--- config.mk ---
export PLATFORM = sky130hd
export DESIGN_NAME = mem_arbiter
export DESIGN_NICKNAME = d
export VERILOG_FILES = /design/src/rtl/mem_arbiter_pkg.sv /design/src/rtl/mem_arbiter_sat_counter.sv /design/src/rtl/mem_arbiter.sv
export SDC_FILE = /design/constraint.sdc
export NUM_CORES = 1
export LEC_CHECK = 0
export BUFFER_PORTS_ARGS = -buffer_cell sky130_fd_sc_hd__buf_2
export CAP_MARGIN = 25
export CORE_MARGIN = 3
export CORE_UTILIZATION = 41
export DETAILED_ROUTE_END_ITERATION = 8
export PLACE_DENSITY = 0.74
export SLEW_MARGIN = 20
export SYNTH_ARGS = -nofsm -noshare
export SYNTH_HDL_FRONTEND = slang
export SYNTH_SLANG_ARGS = --single-unit
--- constraint.sdc ---
create_clock -name clk_i -period 4.3 [get_ports clk_i]
set_input_delay 0.86 -clock clk_i [delete_from_list [all_inputs] [get_ports clk_i]]
set_output_delay 0.86 -clock clk_i [all_outputs]
set_load 0.005 [all_outputs]
--- src/rtl/mem_arbiter_pkg.sv ---
// Shared CPU definitions: arbiter FSM encoding and default fairness limit.
package mem_arbiter_pkg;
  typedef enum logic [1:0] {
    IDLE       = 2'd0,
    GNT_I      = 2'd1,
    GNT_D      = 2'd2,
    GNT_I_KILL = 2'd3
  } arb_state_e;

  localparam int STARVE_LIMIT_DEF = 4;
  localparam int STARVE_W         = 3;
endpackage

--- src/rtl/mem_arbiter_sat_counter.sv ---
// Saturating up-counter with synchronous clear; holds at all-ones.
module sat_counter #(
  parameter int W = 32
) (
  input  logic         clk_i,
  input  logic         rst_i,
  input  logic         inc_i,
  input  logic         clr_i,
  output logic [W-1:0] cnt_o
);
  logic [W-1:0] cnt_q, cnt_d;

  always_comb begin
    cnt_d = cnt_q;
    if (clr_i)                       cnt_d = '0;
    else if (inc_i && cnt_q != '1)   cnt_d = cnt_q + 1'b1;
  end

  always_ff @(posedge clk_i or posedge rst_i)
    if (rst_i) cnt_q <= '0;
    else       cnt_q <= cnt_d;

  assign cnt_o = cnt_q;
endmodule

--- src/rtl/mem_arbiter.sv ---
// Two-port (fetch/data) single-memory arbiter: data priority with fetch
// starvation guard, fetch cancellation on flush, per-port wait counters.
module mem_arbiter import mem_arbiter_pkg::*; #(
  parameter int STARVE_LIMIT = STARVE_LIMIT_DEF,
  parameter int LAT_W        = 32
) (
  input  logic             clk_i,
  input  logic             rst_i,
  input  logic             if_req_i,
  input  logic [31:0]      if_addr_i,
  output logic [31:0]      if_rdata_o,
  output logic             if_ack_o,
  input  logic             flush_i,
  input  logic             d_req_i,
  input  logic             d_we_i,
  input  logic [31:0]      d_addr_i,
  input  logic [31:0]      d_wdata_i,
  output logic [31:0]      d_rdata_o,
  output logic             d_ack_o,
  output logic             mem_req_o,
  output logic             mem_we_o,
  output logic [31:0]      mem_addr_o,
  output logic [31:0]      mem_wdata_o,
  input  logic [31:0]      mem_rdata_i,
  input  logic             mem_ack_i,
  output logic             stall_o,
  output logic [LAT_W-1:0] if_wait_cnt_o,
  output logic [LAT_W-1:0] d_wait_cnt_o
);
  arb_state_e          state_q, state_d;
  logic [STARVE_W-1:0] starve_q, starve_d;
  logic [31:0]         addr_q, addr_d, wdata_q, wdata_d;
  logic                we_q, we_d;
  logic                starve_hit;

  assign starve_hit = (int'(starve_q) >= STARVE_LIMIT);

  always_comb begin
    state_d  = state_q;
    starve_d = starve_q;
    addr_d   = addr_q;
    wdata_d  = wdata_q;
    we_d     = we_q;
    unique case (state_q)
      IDLE: begin
        // A flushed fetch is never granted; data may still win that cycle.
        if (if_req_i && !flush_i && (!d_req_i || starve_hit)) begin
          state_d  = GNT_I;
          starve_d = '0;
          addr_d   = if_addr_i;
          wdata_d  = '0;
          we_d     = 1'b0;
        end else if (d_req_i) begin
          state_d = GNT_D;
          addr_d  = d_addr_i;
          wdata_d = d_wdata_i;
          we_d    = d_we_i;
          if (if_req_i && starve_q != '1) starve_d = starve_q + 1'b1;
        end
      end
      // Completion wins over a same-cycle flush; otherwise the access drains.
      GNT_I:            if (mem_ack_i) state_d = IDLE;
                        else if (flush_i) state_d = GNT_I_KILL;
      GNT_D, GNT_I_KILL: if (mem_ack_i) state_d = IDLE;
      default:          state_d = IDLE;
    endcase
  end

  always_ff @(posedge clk_i or posedge rst_i) begin
    if (rst_i) begin
      state_q  <= IDLE;
      starve_q <= '0;
      addr_q   <= '0;
      wdata_q  <= '0;
      we_q     <= 1'b0;
    end else begin
      state_q  <= state_d;
      starve_q <= starve_d;
      addr_q   <= addr_d;
      wdata_q  <= wdata_d;
      we_q     <= we_d;
    end
  end

  assign mem_req_o   = (state_q != IDLE);
  assign mem_we_o    = mem_req_o & we_q;
  assign mem_addr_o  = addr_q;
  assign mem_wdata_o = wdata_q;
  assign if_ack_o    = (state_q == GNT_I) & mem_ack_i;
  assign d_ack_o     = (state_q == GNT_D) & mem_ack_i;
  assign if_rdata_o  = if_ack_o ? mem_rdata_i : '0;
  assign d_rdata_o   = d_ack_o  ? mem_rdata_i : '0;
  assign stall_o     = (if_req_i & ~if_ack_o & ~flush_i) | (d_req_i & ~d_ack_o);

  sat_counter #(.W(LAT_W)) u_if_wait (
    .clk_i (clk_i),
    .rst_i (rst_i),
    .inc_i (if_req_i & ~if_ack_o),
    .clr_i (1'b0),
    .cnt_o (if_wait_cnt_o)
  );

  sat_counter #(.W(LAT_W)) u_d_wait (
    .clk_i (clk_i),
    .rst_i (rst_i),
    .inc_i (d_req_i & ~d_ack_o),
    .clr_i (1'b0),
    .cnt_o (d_wait_cnt_o)
  );
endmodule

# After elaboration in Yosys (flattened, before gate mapping)
# Cells that the tools add are included.
[totals]
reg_bits = 134
inputBits = 135
output_inout_bits = 197
word_cells = 63
[classes]
add_sub_neg = 3
magnitude_cmp = 1
eq_ne = 9
mux = 17
bitwise = 10
n_reduce_logical = 16
[op_table]
columns = ["operator", "n"]
rows = [
  ["$mux 32", 6],
  ["$add 32x1->32 const B", 2],
  ["$ne 32x32->1 const B", 2],
  ["$mux 2", 5],
  ["$mux 3", 3],
  ["$ne 3x3->1 const B", 3],
  ["$and 1x1->1", 6],
  ["$pmux 2 s3", 1],
  ["$reduce_and 3->1", 2],
  ["$reduce_bool 2->1", 3],
  ["$logic_and 1x1->1", 5],
  ["$eq 2x2->1 const B", 2],
  ["$add 3x1->3 const B", 1],
  ["$ge 3x3->1 const B", 1],
  ["$not 1->1", 3],
  ["$eq 2x1->1 const B", 1],
  ["$logic_not 1->1", 2],
  ["$logic_not 2->1", 1],
  ["$mux 1", 2],
  ["$ne 2x2->1 const B", 1],
  ["$reduce_and 2->1", 1],
  ["$reduce_or 2->1", 1],
  ["$logic_or 1x1->1", 1],
  ["$or 1x1->1", 1],
]

# Depth between registers and ports, before layout
# Gate-level depths: netlist of the first run.
[logic_depth]
depth_word = 6
depth_mapped = 9
ltp_nobuf = 6

# Hierarchy
# From an unflattened synthesis of the first run, not the netlist that was laid out.
[hier_totals]
hier_cells = 758
area_unflattened_um2 = 6998.0
[by_module_without_submodules]
columns = ["module", "n_inst", "cells_per_inst", "area_per_inst_um2", "seq_area_each_um2"]
rows = [
  ["mem_arbiter", 1, 386, 3517.1, 1751.7],
  ["sat_counter", 2, 186, 1740.4, 800.8],
]

# Least setup slack after synthesis of the first run
# OpenSTA, ideal clock, no wires.
[synth_path]
kind = "input -> output"
from = "input mem_ack_i"
to = "output if_rdata_o[22]"
t_arrival_ps = 1565
t_required_ps = 3440
setup_slack_ps = 1875
path_stages = 4
n_path_buf = 2
path_cell_list = "and3b_1 -> clkbuf_1 -> clkbuf_1 -> and2_1"
[synth_between]
elab_chain_len = 2
[synth_rtl]
columns = ["element", "line", "source"]
rows = [
  ["start, declared", "mem_arbiter.sv:25", "input logic mem_ack_i,"],
  ["$and 1x1->1", "mem_arbiter.sv:89", "assign if_ack_o = (state_q == GNT_I) & mem_ack_i;"],
  ["named net if_ack_o", "mem_arbiter.sv:12", "output logic if_ack_o,"],
  ["$mux 32", "mem_arbiter.sv:91", "assign if_rdata_o = if_ack_o ? mem_rdata_i : '0;"],
  ["end, declared", "mem_arbiter.sv:11", "output logic [31:0] if_rdata_o,"],
]
# The timed path passes the listed nets, and every way through them passes these cells.

# Worst setup path in the final report of the first run
[layout_path]
from = "input mem_ack_i"
to = "output d_rdata_o[25]"
[layout_between]
elab_chain_len = 2
[layout_rtl]
columns = ["element", "line", "source"]
rows = [
  ["$and 1x1->1", "mem_arbiter.sv:90", "assign d_ack_o = (state_q == GNT_D) & mem_ack_i;"],
  ["$mux 32", "mem_arbiter.sv:92", "assign d_rdata_o = d_ack_o ? mem_rdata_i : '0;"],
  ["end, declared", "mem_arbiter.sv:18", "output logic [31:0] d_rdata_o,"],
]
# Every way passes these cells.

==> results of run 1 <==
==> per-stage QoR <==
stage	utilization	cell area [um2]	total power, W	setup slack (ps)
finish	0.5882	9007	0.004777	1346
global route	0.5882	9007	0.005055	1204
CTS	0.5858	8971	0.004811	1352
detailed placement	0.5431	8318	0.003208	1355
global placement	0.5431	8318	0.003165	1454
floorplan	-	6479	0.002499	1775
==> cell families (layout without fill, tap and decap cells) <==
| family | count (synthesis) | count (layout) |
|---|---|---|
| muxes | 34 | 34 |
| DFF | 134 | 134 |
| xor gates and xnor gates | 62 | 62 |
| AOI/OAI and AO/OA | 80 | 80 |
| and+or+nand+nor | 239 | 239 |
| other | 0 | 1 |
| buffers and inverters | 42 | 380 |
| adders and majority gates | 4 | 4 |
==> sequential cells by signal (all words and copies together), names as in the netlist <==
register / cells
mem_addr_o: 32
mem_wdata_o: 32
u_d_wait.cnt_o: 32
u_if_wait.cnt_o: 32
starve_q: 3
state_q: 2
we_q: 1
==> cell type report <==
class | count | area [um2] | area share
timing repair buffer | 337 | 1747 | 0.1939
clock buffer | 22 | 484.2 | 0.05376
multi-input combinational | 419 | 2943 | 0.3267
clock inverter | 10 | 168.9 | 0.01875
antenna | 1 | 2.502 | 0.0002778
sequential | 134 | 3353 | 0.3723
tap | 211 | 264.0 | 0.02931
inverter | 11 | 45.04 | 0.005001
==> worst min path at each step <==
stage	depth (start not counted)	slack (ps)	start	to
after CTS	2	480	mem_addr_o[12]	mem_addr_o[12]
after global placement	2	460	mem_addr_o[12]	mem_addr_o[12]
after detailed placement	2	470	mem_addr_o[12]	mem_addr_o[12]
after floorplan	1	460	we_q	we_q
after global routing	2	500	mem_addr_o[26]	mem_addr_o[26]
final	2	470	mem_addr_o[7]	mem_addr_o[7]
==> where the power goes <==
group          leakage (nW)  internal, W  total (W)  switching (W)
Combinational          2.90     0.000630    0.00129       0.000657
Sequential             1.70      0.00164    0.00191       0.000278
Clock                 0.309      0.00104    0.00158       0.000541
==> placed cells by master (no fill, tap or decap), types with 2 or more instances in the layout <==
master	synthesis	layout
nor3_2	9	9
a22o_1	35	35
nand3b_1	2	2
inv_1	11	10
nor3_1	2	2
and3b_1	2	2
nand3_1	18	18
nor4_4	2	2
nand2_1	57	57
and2_1	66	66
clkinv_4	0	3
nor2_1	18	18
xor2_1	26	26
xnor2_1	36	36
and3_1	11	11
mux2i_1	32	32
nor4_2	3	3
buf_2	13	331
or3_1	5	5
and4_1	3	3
ha_1	4	4
bufinv_16	0	4
buf_4	0	3
dfrtp_1	134	134
nor4_1	2	2
buf_12	0	2
clkinvlp_4	0	4
o21ai_0	35	35
clkbuf_8	0	4
nand4_1	28	28
clkbuf_16	0	17
==> critical path: stages <==
cell	delay, ps
buf_2	110
nand3b_1	120
inv_1	630
and2_1	230
buf_2	110
==> layer usage <==
layer,vias up,global-route usage,share of wire
li1,2732,-,-
met1,2774,0.2830,0.41
met2,231,0.3828,0.50
met3,40,0.05896,0.062
met4,4,0.1027,0.033
met5,-,0,0.0011
==> impl_metrics.toml, run 1 <==
[drt]
drc = 0
antenna_left = 0
wl_per_cell_um = 17.54
drt_iter0_drc = 305
vias = 5781
routed_wl_um = 20090
dr.pass1.iters = 6
via_per_inst = 5.049

[floorplanning]
fp.dieW_um = 131.7
die_height_um = 131.7
start_util = 0.4228
fp.dieArea_um2 = 17340
pin_count = 332
core_area_um2 = 15310
num_rows = 45

[synthesis]
synth_xor_area_frac = 0.08386
synth_cell_types = 49
yosysTopAreaCellShare = 0.5179
async_flop_share = 1.000
synth-edff-count = 0
synth_commonest_cells = "dfrtp_1 (134), and2_1 (66), nand2_1 (57)"
synth.mux.area_fraction = 0.05295
synth_adder_area_share = 0.007729
synth.cell_area_um2 = 6475
yosysMostFrequentCell = "dfrtp_1"
synth_compound_area_frac = 0.08638
synth-main-ff-cell = "dfrtp_1"
synth_area_leaders = "dfrtp_1 (52%), and2_1 (6.4%), mux2i_1 (4.9%), xnor2_1 (4.9%), a22o_1 (4.7%)"
syn_area_per_cell_um2 = 10.88
synthSimpleGateAreaFrac = 0.2209
synth-seq-cells = 134
synthCells = 595
ys_seq_area_frac = 0.5179
yosys.area.top_type = "dfrtp_1"
synth_top_family_by_area = "simple AND/OR/NAND/NOR gates"
ys_warn_count = 0
syn_nets = 734

[worst_setup_path]
worstPathArrival_ps = 2090
ff2ff_setup_slack_ps = 1520
worstReg2RegStart = "u_if_wait.cnt_o[0]"
criticalPathCategory = "in2out"
crit_path_start_kind = "input port"
cp-endpoint = "d_rdata_o[25]"
required_ps = 3440
ff2ff_path_depth = 6
path_max_fanout = 33
critPathLaunch = "mem_ack_i"
cp-end-kind = "output pin"
reg2reg_to = "u_if_wait.cnt_o[14]"

[pwr]
power_density_nw_per_um2 = 530.4
leakage_nw = 4.907
ir_worst_vdd_v = 0.0003048

[sta]
setup_viol = 0
fin_skew_ps = 9.234
min_period_ps = 2954
hold_ws_ps = 472.4
hold_violations = 0
setup_tns_ps = 0
relSlewSlack = 0.4216
fmax_ghz = 0.3386
max_slew.worst_pin.slew_ps = 867.6
period_share = 0.6869
rsz0062_at_grt = "no"
timing.final.max_slew_violations = 0

[clocking]
cts_tree = "done"
htreeDepth = 4
clk_path_buf_depth = 2
cts-root-buf = "clkbuf_16"
hold_buffers = 0
clkTransAtPathRegs_ps = 60
clk_latency_ps = 410
clock_sinks = 134
post-cts-setup-buffers = 0
ctsResizeCount = 0
cts_buffers = 17

[job]
drv_cap = 0

[placement]
gp_congestion = 0.8768
port_buffers = 331
place_hpwl_um = 15130
dp_cells = 1111

[global_routing]
antenna_found_initial = 3
track_usage = 0.2304
grt_pass1_vias = 5826
grt.overflow.total = 0
grt_pass1_wl_um = 31570
grt_max_degree = 135

[final_layout]
layout-drive-gt1-share = 0.4244
final-instance-count-excl-fill = 1145
num-nets-final = 1059
area_growth_pct = 39.11
fillers = 1385

[outcome]
outcome = "complete, no violations"

[hold_path]
min_path_type = "reg2reg"
Power figures use the tool's default switching activity.
==> run 2: changes to the inputs <==
Clock period 4.3 ns to 2.4 ns, I/O delays scaled along.
==> run 2 against run 1 <==
  * Critical path depth unchanged
  * Cell count is 0.79% higher
  * Global-route usage shrank 0.75 points
  * Critical path type is now reg2out
  * Critical endpoint is now d_rdata_o[28]
  * Largest cell class unchanged
==> impl_metrics.toml, run 2 (synthesized netlist as in run 1, its figures left out) <==
[floorplanning]
fp.dieArea_um2 = 17340
fp.dieW_um = 131.7
die_height_um = 131.7
core_area_um2 = 15310
start_util = 0.4228
pin_count = 332
num_rows = 45

[drt]
drc = 0
via_per_inst = 5.016
vias = 5789
drt_iter0_drc = 218
antenna_left = 0
wl_per_cell_um = 17.01
dr.pass1.iters = 4
routed_wl_um = 19630

[hold_path]
min_path_type = "in2async"

[final_layout]
final-instance-count-excl-fill = 1154
layout-drive-gt1-share = 0.4289
layout_common_cells = "buf_2 (331), dfrtp_1 (134), and2_1 (66)"
seq_area_um2 = 3353
final_common_cell = "buf_2"
fillers = 1364
multi_input_area_um2 = 2937
fin_util = 0.5894
area_growth_pct = 39.40
num-nets-final = 1068

[clocking]
clkTransAtPathRegs_ps = 50
clk_path_buf_depth = 2
clk_latency_ps = 410
post-cts-setup-buffers = 0
cts_buffers = 17
ctsResizeCount = 0
cts-root-buf = "clkbuf_16"
cts_tree = "done"
hold_buffers = 0
htreeDepth = 4
clock_sinks = 134

[worst_setup_path]
ff2ff_path_depth = 7
path_cells = "nand3b_1 > inv_1 > buf_4 > and2_1 > buf_2"
slowest_delay_ps = 410
worstPathArrival_ps = 1740
cpLargestDelayFamily = "buffers and inverters"
path_max_fanout = 33
cp-end-kind = "output pin"
critPathSlowestCell = "dfrtp_1"
ff2ff_setup_slack_ps = 250
reg2reg_to = "u_if_wait.cnt_o[11]"
required_ps = 1920
cp.buffers_inverters = 3
criticalPathCategory = "reg2out"
worstReg2RegStart = "u_if_wait.cnt_o[0]"
crit_path_start_kind = "register"

[pwr]
ir_worst_vdd_v = 0.0005990
power_density_nw_per_um2 = 933.1
leakage_nw = 4.943

[global_routing]
track_usage = 0.2229
antenna_found_initial = 2
grt_pass1_vias = 5750
grt.overflow.total = 0
grt_max_degree = 90
grt_pass1_wl_um = 30880

[sta]
relSlewSlack = 0.6308
fin_skew_ps = 7.584
hold_violations = 0
timing.final.max_slew_violations = 0
setup_viol = 0
fmax_ghz = 0.4502
rsz0062_at_grt = "no"
period_share = 0.9255
worst_slack_ps = 178.9
setup_tns_ps = 0
min_period_ps = 2221
max_slew.worst_pin.slew_ps = 553.9

[placement]
port_buffers = 331
dp_cells = 1121
place_hpwl_um = 15140
gp_congestion = 0.8858
place_ws_ps = 283.4

[job]
drv_cap = 0

[outcome]
outcome = "complete, no violations"
-- run 2: cell types whose count changed in the layout (fill, tap and decap cells not counted), sizes merged --
cell and change:
buf +9, clkinv +3, clkinvlp -2, bufinv -1
clkbuf -1, inv +1
-- run 2: metal layers --
metal	track usage	vias to the layer above	part of all wire
li1	-	2754	-
met2	0.3819	224	0.51
met4	0.08285	2	0.021
met1	0.2712	2783	0.40
met5	0	-	0.00066
met3	0.05666	26	0.063
-- run 2: metrics by stage --
| step | power (W) | instance area [um2] | hold slack, ps |
|---|---|---|---|
| final | 0.008422 | 9026 | 231.5 |
| after global routing | 0.008915 | 9026 | 264.8 |
| after CTS | 0.008515 | 9024 | 235.6 |
| after detailed placement | 0.005793 | 8406 | 466.3 |
| after global placement | 0.005729 | 8406 | 458.7 |
| after floorplan | 0.004477 | 6479 | 457.9 |
-- run 2: worst reg2reg max path, delay by kind of cell (launching register included) --
| family | cells | cell delay (ps) |
|---|---|---|
| adders and majority gates | 1 | 260 |
| DFF | 1 | 380 |
| xor gates and xnor gates | 1 | 180 |
| AOI/OAI and AO/OA | 1 | 240 |
| and+or+nand+nor | 3 | 820 |
| buffers and inverters | 1 | 190 |
-- run 2: worst max-delay path by stage --
stage	from	end	slack, ps	depth (start not counted)
4_1_cts	state_q[0]	d_rdata_o[28]	130	5
3_5_place_dp	u_if_wait.cnt_o[0]	u_if_wait.cnt_o[12]	280	7
5_1_grt	state_q[0]	d_rdata_o[28]	30	5
3_3_place_gp	u_if_wait.cnt_o[0]	u_if_wait.cnt_o[12]	370	7
6_report	state_q[0]	d_rdata_o[28]	180	5
2_1_floorplan	rst_i	mem_addr_o[0]	250	1
-- run 2: power breakdown --
group	internal [W]	leakage, nW	switching, W
Sequential	0.00293	1.70	0.000467
Clock	0.00172	0.303	0.000965
Combinational	0.00115	2.94	0.00119
-- run 2: area by class of cell --
class                           count  share of cell area
Antenna cell                        1           0.0002772
Clock buffer                       21             0.05212
Clock inverter                     11             0.01636
Inverter                           11            0.004990
Multi-Input combinational cell    419              0.3253
Sequential cell                   134              0.3715
Tap cell                          211             0.02925
Timing Repair Buffer              346              0.2002
==> run 3: changes to the inputs <==
Settings changed: CELL_PAD_IN_SITES_DETAIL_PLACEMENT set to 0, CELL_PAD_IN_SITES_GLOBAL_PLACEMENT set to 1, CORE_UTILIZATION 41 to 30.
==> run 3 against run 2 <==
  * Global-route usage is 6.3 points lower
  * Combinational power shrank 3%
  * Count of clock-buffer cells in the layout is 3 lower
  * Routed wire length down 1.7%
  * Cell count is 5.5% higher
  * Fmax is 3.2% higher
  * Worst hold slack gained 59 ps
  * Clock power barely moved
  * Clock skew rose by 1.2 ps
  * Die area grew 35%
  * Setup slack improved by 70 ps
  * Sequential share of layout area down 0.40 points
==> impl_metrics.toml, run 3 (synthesized netlist as in run 1, its figures left out) <==
[sta]
rsz0062_at_grt = "no"
max_slew.worst_pin.slew_ps = 482.5
fmax_ghz = 0.4648
timing.final.max_slew_violations = 0
setup_viol = 0
min_period_ps = 2151
setup_tns_ps = 0
fin_skew_ps = 8.758
period_share = 0.8964
relSlewSlack = 0.6758
hold_violations = 0

[final_layout]
layout-drive-gt1-share = 0.4289
final_common_cell = "buf_2"
area_growth_pct = 40.91
layout_common_cells = "buf_2 (331), dfrtp_1 (134), and2_1 (66)"
fillers = 2116
final-instance-count-excl-fill = 1218
num-nets-final = 1069

[drt]
vias = 5526
routed_wl_um = 19310
drt-met1-wl_um = 9188
wl_per_cell_um = 15.85
wl_met3_um = 929
dr.pass1.iters = 4
wl_met2_um = 8913
drt_iter0_drc = 266
drc = 0
antenna_left = 0
highest-signal-layer = "met4"
via_per_inst = 4.537

[pwr]
ir_worst_vdd_v = 0.0004518
p_sw_frac = 0.3128
internal_power_w = 0.005742
clkPwrFrac = 0.321
combPwrFrac = 0.273
pwr-share-seq = 0.406
leakage_nw = 4.938
power_switching_w = 0.002613
power_density_nw_per_um2 = 915.8

[worst_setup_path]
cp-end-kind = "output pin"
ff2ff_path_depth = 7
worstPathArrival_ps = 1670
required_ps = 1920
path_max_fanout = 33
crit_path_start_kind = "register"
criticalPathCategory = "reg2out"

[global_routing]
grt_pass1_vias = 5352
grt_pass1_wl_um = 30280
grt.overflow.total = 0
track_usage = 0.1602
antenna_found_initial = 0
grt_max_degree = 81

[hold_path]
hold_depth = 2
min_path_type = "in2reg"

[floorplanning]
fp.dieW_um = 152.9
core_area_um2 = 21090
num_rows = 53
pin_count = 332
start_util = 0.3070
fp.dieArea_um2 = 23380
die_height_um = 152.9

[clocking]
post-cts-setup-buffers = 0
clk_path_buf_depth = 2
htreeDepth = 4
cts-root-buf = "clkbuf_16"
clk_latency_ps = 410
cts_buffers = 17
cts_tree = "done"
clock_sinks = 134
clkTransAtPathRegs_ps = 60

[placement]
dp_cells = 1185
port_buffers = 331
gp_congestion = 0.8495
place_hpwl_um = 14730

[job]
drv_cap = 0

[outcome]
outcome = "complete, no violations"
-- run 3: power by group through the flow --
stage / Clock [W] / Sequential (W) / Combinational, W
floorplan: 0 / 0.00345 / 0.00102
global placement: 0 / 0.00341 / 0.00231
detailed placement: 0 / 0.00342 / 0.00233
CTS: 0.00276 / 0.00340 / 0.00234
global route: 0.00285 / 0.00350 / 0.00253
finish: 0.00268 / 0.00339 / 0.00228
-- run 3: final timing paths --
path,startpoint,end,slack [ps]
min reg2reg,mem_addr_o[12],mem_addr_o[12],470
min in group asynchronous,rst_i,mem_addr_o[6],540
min,d_wdata_i[8],mem_wdata_o[8],290
max,state_q[0],d_rdata_o[2],250
max reg2reg,u_if_wait.cnt_o[1],u_if_wait.cnt_o[5],290
max in group asynchronous,rst_i,u_if_wait.cnt_o[9],1340
-- run 3: metal layers --
| layer | vias up | track usage |
|---|---|---|
| met3 | 20 | 0.03851 |
| met1 | 2622 | 0.2326 |
| li1 | 2750 | - |
| met2 | 134 | 0.2417 |
| met5 | - | 0 |
| met4 | 0 | 0.04031 |
-- run 3: critical path, stage by stage, from the launching register on --
cell	delay, ps
dfrtp_1	410
nand3b_1	220
inv_1	80
buf_4	270
and2_1	170
buf_2	110
-- run 3: metrics by stage --
step	worst slack (ps)	total power, W	utilization	hold slack, ps	area (um2)
after CTS	221.9	0.008491	0.4325	266.1	9121
final	248.6	0.008356	0.4327	290.4	9124
after floorplan	254.8	0.004477	-	457.9	6479
after detailed placement	320.8	0.005753	0.4030	392.7	8498
after global routing	126.6	0.008872	0.4325	266.2	9121
after global placement	339.6	0.005726	0.4030	387.3	8498
-- run 3: layout make-up --
class                   count  area [um2]  area share
diodes                      1       2.502   0.0002743
clock buffers              18       439.2     0.04813
clock inverters            13       173.9     0.01906
inverters                  11       45.04    0.004937
multi-input cells         419        2937      0.3219
flip-flops and latches    134        3353      0.3675
well taps                 275       344.1     0.03771
repair buffers            347        1829      0.2005
-- run 3: repair_timing --
item / in CTS / in global routing
hold buffers: 1 / 0
gates resized for setup: 0 / 0
hold endpoints to repair: 1 / 0
